`src/rtl/cmp_search_ctrl_pkg.sv`:
```
// Shared types and verdict helpers for the magnitude-compare search initiator.
package cmp_search_ctrl_pkg;

    typedef enum logic [1:0] {
        S_IDLE = 2'd0,
        S_CMP  = 2'd1,
        S_UPD  = 2'd2,
        S_FIN  = 2'd3
    } state_t;

    // Verdict bundle ordering is {less, equal, greater}
    localparam logic [2:0] V_LESS    = 3'b100;
    localparam logic [2:0] V_EQUAL   = 3'b010;
    localparam logic [2:0] V_GREATER = 3'b001;

    function automatic logic verdict_legal(input logic [2:0] v);
        return (v == V_LESS) || (v == V_EQUAL) || (v == V_GREATER);
    endfunction

endpackage

```
`src/rtl/cmp_search_ctrl_if.sv`:
```
// Query/verdict link between the search initiator and a comparator responder.
interface cmp_search_ctrl_if #(
    parameter int WIDTH = 8
);
    logic [WIDTH-1:0] guess;
    logic             guess_valid;
    logic             cmp_valid;
    logic             less;
    logic             equal;
    logic             greater;

    modport master (
        output guess, guess_valid,
        input  cmp_valid, less, equal, greater
    );

    modport slave (
        input  guess, guess_valid,
        output cmp_valid, less, equal, greater
    );
endinterface

```
`src/rtl/cmp_search_ctrl.sv`:
```
// Binary search for an unknown target by issuing guesses to an external comparator.
// state | meaning: IDLE wait start | CMP guess out, await verdict | UPD form next midpoint | FIN done pulse
module cmp_search_ctrl
    import cmp_search_ctrl_pkg::*;
#(
    parameter int WIDTH  = 8,
    parameter int STEP_W = 4
) (
    input  logic              sys_clk,
    input  logic              sys_rst,
    input  logic              start,
    cmp_search_ctrl_if.master bus,
    output logic              busy,
    output logic              done,
    output logic              found,
    output logic              err,
    output logic [WIDTH-1:0]  result,
    output logic [STEP_W-1:0] steps
);

    localparam logic [WIDTH-1:0] MAX_VAL = '1;

    state_t            state_q, state_d;
    logic [WIDTH-1:0]  lo_q, lo_d, hi_q, hi_d, guess_q, guess_d, result_q, result_d;
    logic [STEP_W-1:0] steps_q, steps_d;
    logic              found_q, found_d, err_q, err_d;
    logic [2:0]        verdict;

    assign verdict = {bus.less, bus.equal, bus.greater};

    always_ff @(posedge sys_clk) begin
        if (sys_rst) begin
            state_q  <= S_IDLE;
            lo_q     <= '0;
            hi_q     <= MAX_VAL;
            guess_q  <= '0;
            result_q <= '0;
            steps_q  <= '0;
            found_q  <= 1'b0;
            err_q    <= 1'b0;
        end else begin
            state_q  <= state_d;
            lo_q     <= lo_d;
            hi_q     <= hi_d;
            guess_q  <= guess_d;
            result_q <= result_d;
            steps_q  <= steps_d;
            found_q  <= found_d;
            err_q    <= err_d;
        end
    end

    always_comb begin
        state_d  = state_q;
        lo_d     = lo_q;
        hi_d     = hi_q;
        guess_d  = guess_q;
        result_d = result_q;
        steps_d  = steps_q;
        found_d  = found_q;
        err_d    = err_q;
        case (state_q)
            S_IDLE: begin
                if (start) begin
                    lo_d     = '0;
                    hi_d     = MAX_VAL;
                    steps_d  = '0;
                    found_d  = 1'b0;
                    err_d    = 1'b0;
                    result_d = '0;
                    guess_d  = MAX_VAL >> 1;
                    state_d  = S_CMP;
                end
            end
            S_CMP: begin
                if (bus.cmp_valid) begin
                    steps_d = steps_q + 1'b1;
                    if (!verdict_legal(verdict)) begin
                        err_d    = 1'b1;
                        found_d  = 1'b0;
                        result_d = guess_q;
                        state_d  = S_FIN;
                    end else if (verdict == V_EQUAL) begin
                        found_d  = 1'b1;
                        result_d = guess_q;
                        state_d  = S_FIN;
                    end else if (verdict == V_LESS) begin
                        // Bound checks stop lo/hi from wrapping past the range ends
                        if (guess_q == hi_q) begin
                            found_d  = 1'b0;
                            result_d = guess_q;
                            state_d  = S_FIN;
                        end else begin
                            lo_d    = guess_q + 1'b1;
                            state_d = S_UPD;
                        end
                    end else begin
                        if (guess_q == lo_q) begin
                            found_d  = 1'b0;
                            result_d = guess_q;
                            state_d  = S_FIN;
                        end else begin
                            hi_d    = guess_q - 1'b1;
                            state_d = S_UPD;
                        end
                    end
                end
            end
            S_UPD: begin
                guess_d = lo_q + ((hi_q - lo_q) >> 1);
                state_d = S_CMP;
            end
            S_FIN: begin
                state_d = S_IDLE;
            end
            default: state_d = S_IDLE;
        endcase
    end

    assign bus.guess       = guess_q;
    assign bus.guess_valid = (state_q == S_CMP);
    assign busy            = (state_q == S_CMP) || (state_q == S_UPD);
    assign done            = (state_q == S_FIN);
    assign found           = found_q;
    assign err             = err_q;
    assign result          = result_q;
    assign steps           = steps_q;

endmodule
```
`src/flat_wrapper.sv`:
```
// flat-port wrapper written by rule: the top's interface ports become plain ports
module cmp_search_ctrl_flat import cmp_search_ctrl_pkg::*;
#(
    parameter int WIDTH  = 8,
    parameter int STEP_W = 4
)
  (sys_clk, sys_rst, start, busy, done, found, err, result, steps, bus_guess, bus_guess_valid, bus_cmp_valid, bus_less, bus_equal, bus_greater);
  cmp_search_ctrl_if #(.WIDTH(WIDTH)) bus_i ();
  input  logic sys_clk;
  input  logic sys_rst;
  input  logic start;
  output logic busy;
  output logic done;
  output logic found;
  output logic err;
  output logic [WIDTH-1:0] result;
  output logic [STEP_W-1:0] steps;
  output wire logic [$bits(bus_i.guess)-1:0] bus_guess;
  output wire logic [$bits(bus_i.guess_valid)-1:0] bus_guess_valid;
  input wire logic [$bits(bus_i.cmp_valid)-1:0] bus_cmp_valid;
  input wire logic [$bits(bus_i.less)-1:0] bus_less;
  input wire logic [$bits(bus_i.equal)-1:0] bus_equal;
  input wire logic [$bits(bus_i.greater)-1:0] bus_greater;
  assign bus_guess = bus_i.guess;
  assign bus_guess_valid = bus_i.guess_valid;
  assign bus_i.cmp_valid = bus_cmp_valid;
  assign bus_i.less = bus_less;
  assign bus_i.equal = bus_equal;
  assign bus_i.greater = bus_greater;
  cmp_search_ctrl #(.WIDTH(WIDTH), .STEP_W(STEP_W)) u_core (.sys_clk(sys_clk), .sys_rst(sys_rst), .start(start), .bus(bus_i), .busy(busy), .done(done), .found(found), .err(err), .result(result), .steps(steps));
endmodule
```
`config.mk`:
```
export PLATFORM = sky130hd
export DESIGN_NAME = cmp_search_ctrl_flat
export DESIGN_NICKNAME = d
export VERILOG_FILES = /design/src/rtl/cmp_search_ctrl_pkg.sv /design/src/rtl/cmp_search_ctrl_if.sv /design/src/rtl/cmp_search_ctrl.sv /design/src/flat_wrapper.sv
export SDC_FILE = /design/constraint.sdc
export NUM_CORES = 1
export LEC_CHECK = 0
export BUFFER_PORTS_ARGS = -buffer_cell sky130_fd_sc_hd__buf_2
export CAP_MARGIN = 20
export CORE_MARGIN = 1.5
export CORE_UTILIZATION = 30
export DETAILED_ROUTE_END_ITERATION = 8
export PLACE_DENSITY = 0.51
export SLEW_MARGIN = 15
export SYNTH_ARGS = -nofsm -noshare
export SYNTH_HDL_FRONTEND = slang
export SYNTH_SLANG_ARGS = --single-unit
```
`constraint.sdc`:
```
create_clock -name sys_clk -period 7.78 [get_ports sys_clk]
set_clock_uncertainty 0.2 [all_clocks]
set_input_delay 1.556 -clock sys_clk [delete_from_list [all_inputs] [get_ports sys_clk]]
set_output_delay 1.556 -clock sys_clk [all_outputs]
set_load 0.01 [all_outputs]
```
==> metrics.md <==
| Metric | Value |
|---|---|
| Inst Count DP | `436` |
| Cells on worst reg2reg path | `14` |
| Yosys warns | `0` |
| Sequential share of the synthesized area | `29.00%` |
| Max-slew violation count | `0` |
| Highest metal used | `met4` |
| Register area | `800.8 sq um` |
| Worst Hold Path EP | `u_core.err` |
| Buffer depth of the longest clock path | `2` |
| Multi-input logic area | `1767 sq um` |
| Synth top area share | `29.00%` |
| WP data required | `6020 ps` |
| Via-to-Cell Ratio | `5.011` |
| Most frequent cell after synthesis | `dfxtp_1` |
| RSZ-0062 raised after global routing | `no` |
| Resize count post-CTS | `0` |
| CP Class | `flop to output port` |
| Lkg Pwr | `0.001154 uW` |
| Total track usage | `14.59%` |
| Final Non-Filler Cells | `444` |
| Port buffer count | `31` |
| Met2 wire len | `3027 um` |
| Pwr Density | `202.6 nW/um^2` |
| Fin crit share | `43.12%` |
| Number of fillers in the final layout | `924` |
| Worst Max-Slew Pin Slew | `783.3 ps` |
| Asr flop ratio synth | `0%` |
| Clk_lat worst skew | `300 ps` |
| Maxcap violations | `0` |
| Vias | `2225` |
| Final Hold Fails | `0` |
| DR WL met3 | `166 um` |
| Reg2reg setup slack | `4670 ps` |
| Largest net degree at the start of global routing | `42` |
| Hold crit path type | `flop to flop` |
| TritonCTS clock tree | `built` |
| Worst vdd ir | `0.08103 mV` |
| FF+latch count, synth | `40` |
| Netlist cell types | `49` |
| Row cnt | `34` |
| Final min period | `3355 ps` |
| Initial antenna violation count | `0` |
| Die area | `9789 sq um` |
| Detailed Route Iter0 Violations | `155` |
| Max FO, Critical Path | `15` |
| Core Util, Final | `34.31%` |
| Clock Pin Slew Worst Setup and Hold Paths | `90 ps` |
| Core ar. | `8806 sq um` |
| WL per Instance | `15.36 um` |
| # hold bufs at CTS | `0` |
| Drt first pass iters | `6` |
| Worst R2R End | `u_core.bus.guess[7]` |
| Setup violators final | `0` |
| Critical path arrival | `1600 ps` |
| Total grt overflow | `0` |
| Setup Buffers After CTS | `0` |
| Syn_area_per_cell | `8.822 sq um` |
| Fmax | `298.1 MHz` |
| Die width | `98.94 um` |
| P&R area growth vs syn | `9.425%` |
| Num ports | `32` |
| Number of global-route vias before repair | `2128` |
| Most instantiated cells after synthesis | `dfxtp_1 (40), xnor2_1 (34), nor2_1 (28)` |
| Starting Density | `31.36%` |
| TNS Setup | `0 ps` |
| Primary FF master, synth | `dfxtp_1` |
| Cts bufs inserted | `5` |
| Status | `finished, violations left` |
| Reg-to-Reg Start | `u_core.lo_q[1]` |
| Post-synth EDFFs | `0` |
| Routability cong. | `0.7648` |
| Diodes inserted | `0` |
| Post-route ant nets | `0` |
| Hold Path Depth | `2` |
| Most area-consuming cells after synthesis | `dfxtp_1 (29%), xnor2_1 (11%), ha_1 (9.5%)` |
| Cells after synthesis | `313` |
| Residual DRC | `2` |
| Critical Path End Type | `output port` |
| Mapped Nets | `343` |
| DRT Wirelength | `6820 um` |
| Rel. slew slack | `47.78%` |
| Met1 Wirelength | `3577 um` |
| Clock sink count | `40` |
| Syn Std Cell Area | `2761 sq um` |
| Hold wc startpoint | `u_core.err` |
| Die Y-Extent | `98.94 um` |
| DPL Wire Length | `4845 um` |
| Critical path startpoint category | `flop` |
| Cell taking the most area after synthesis | `dfxtp_1` |
| Failing checks | `design-rule violations` |
| Root Driver | `clkbuf_8` |
| Fraction of layout cells with a size suffix above 1 | `17.86%` |
| Htree depth | `2` |
| Post-layout net count | `365` |
| First-pass GRT wire length | `11300 um` |
power breakdown:
group | switching [uW] | total (uW) | internal (uW)
Clock | 80.8 | 153 | 72.3
Sequential | 34.8 | 254 | 220
Combinational | 121 | 205 | 83.6
Total | 237 | 612 | 375
registers in the layout, summed over array words and instances (netlist names):
| name | count |
|---|---|
| u_core.steps | 4 |
| u_core.state_q | 2 |
| u_core.lo_q | 8 |
| u_core.hi_q | 8 |
| u_core.bus.guess | 8 |
| u_core.result | 8 |
| u_core.err | 1 |
| u_core.found | 1 |
critical path, stage by stage, from the launching register on:
cell and delay, ps:
dfxtp_1 350, inv_1 80, ha_1 610, buf_2 250
routing by layer:
layer,up-vias,global-route usage (%)
li1,1128,-
met1,1058,21.52
met2,35,22.28
met3,4,2.270
met4,0,3.297
met5,-,0
kinds of logic after synthesis:
| group | share of synthesized area [%] |
|---|---|
| compound gates | 18.40 |
| buf+inv | 7.023 |
| xor+xnor | 13.96 |
| flops | 29.00 |
| mux | 0.7250 |
| simple gates | 19.94 |
| fa+ha+maj | 10.97 |
cells in the final DEF (no fill, tap or decap), types with 2 or more instances in the layout:
cell type	netlist	layout
dfxtp_1	40	40
xnor2_1	34	34
buf_2	3	31
nor2_1	28	28
nand2_1	23	23
ha_1	21	21
a21oi_1	16	16
inv_1	15	15
nor3_1	11	11
xor2_1	10	10
nand4_1	10	10
a31oi_1	8	8
o21ai_2	8	8
nand3b_1	8	8
o21ai_0	6	6
clkbuf_8	0	6
nand2b_1	5	5
nand3_1	5	5
a21o_1	4	4
o21bai_1	4	4
a211oi_1	4	4
nor3b_1	3	3
o22ai_1	3	3
o21a_1	2	2
a32oi_1	2	2
nor3_2	2	2
and3_1	2	2
nand3b_4	2	2
mux2i_1	2	2
fa_1	2	2
final cells by class:
class                           count  area share, %
Clock inverter                      1         0.2484
Multi-Input combinational cell    240          58.47
Clock buffer                        7          2.857
Timing Repair Buffer               32          5.383
Tap cell                          108          4.472
Sequential cell                    40          26.50
Inverter                           16          2.070
worst max path at each step:
stage | start | end | slack [ps]
3_3_place_gp | sys_rst | u_core.lo_q[7] | 4290
4_1_cts | u_core.state_q[1] | bus_guess_valid | 4430
6_report | u_core.state_q[1] | bus_guess_valid | 4430
5_1_grt | u_core.state_q[1] | bus_guess_valid | 4320
3_5_place_dp | start | u_core.found | 4290
2_1_floorplan | u_core.lo_q[1] | u_core.bus.guess[7] | 4920
metrics by stage:
stage / hold slack [ps] / area, sq um / setup WS [ps] / total power, uW
floorplan: 273.5 / 2761 / 4919 / 426.0
global placement: 253.6 / 2920 / 4286 / 461.5
detailed placement: 266.8 / 2928 / 4287 / 463.9
CTS: 288.4 / 3022 / 4428 / 616.4
global route: 304.7 / 3022 / 4324 / 651.3
finish: 281.8 / 3022 / 4425 / 612.2
Power figures use the tool's default switching activity.
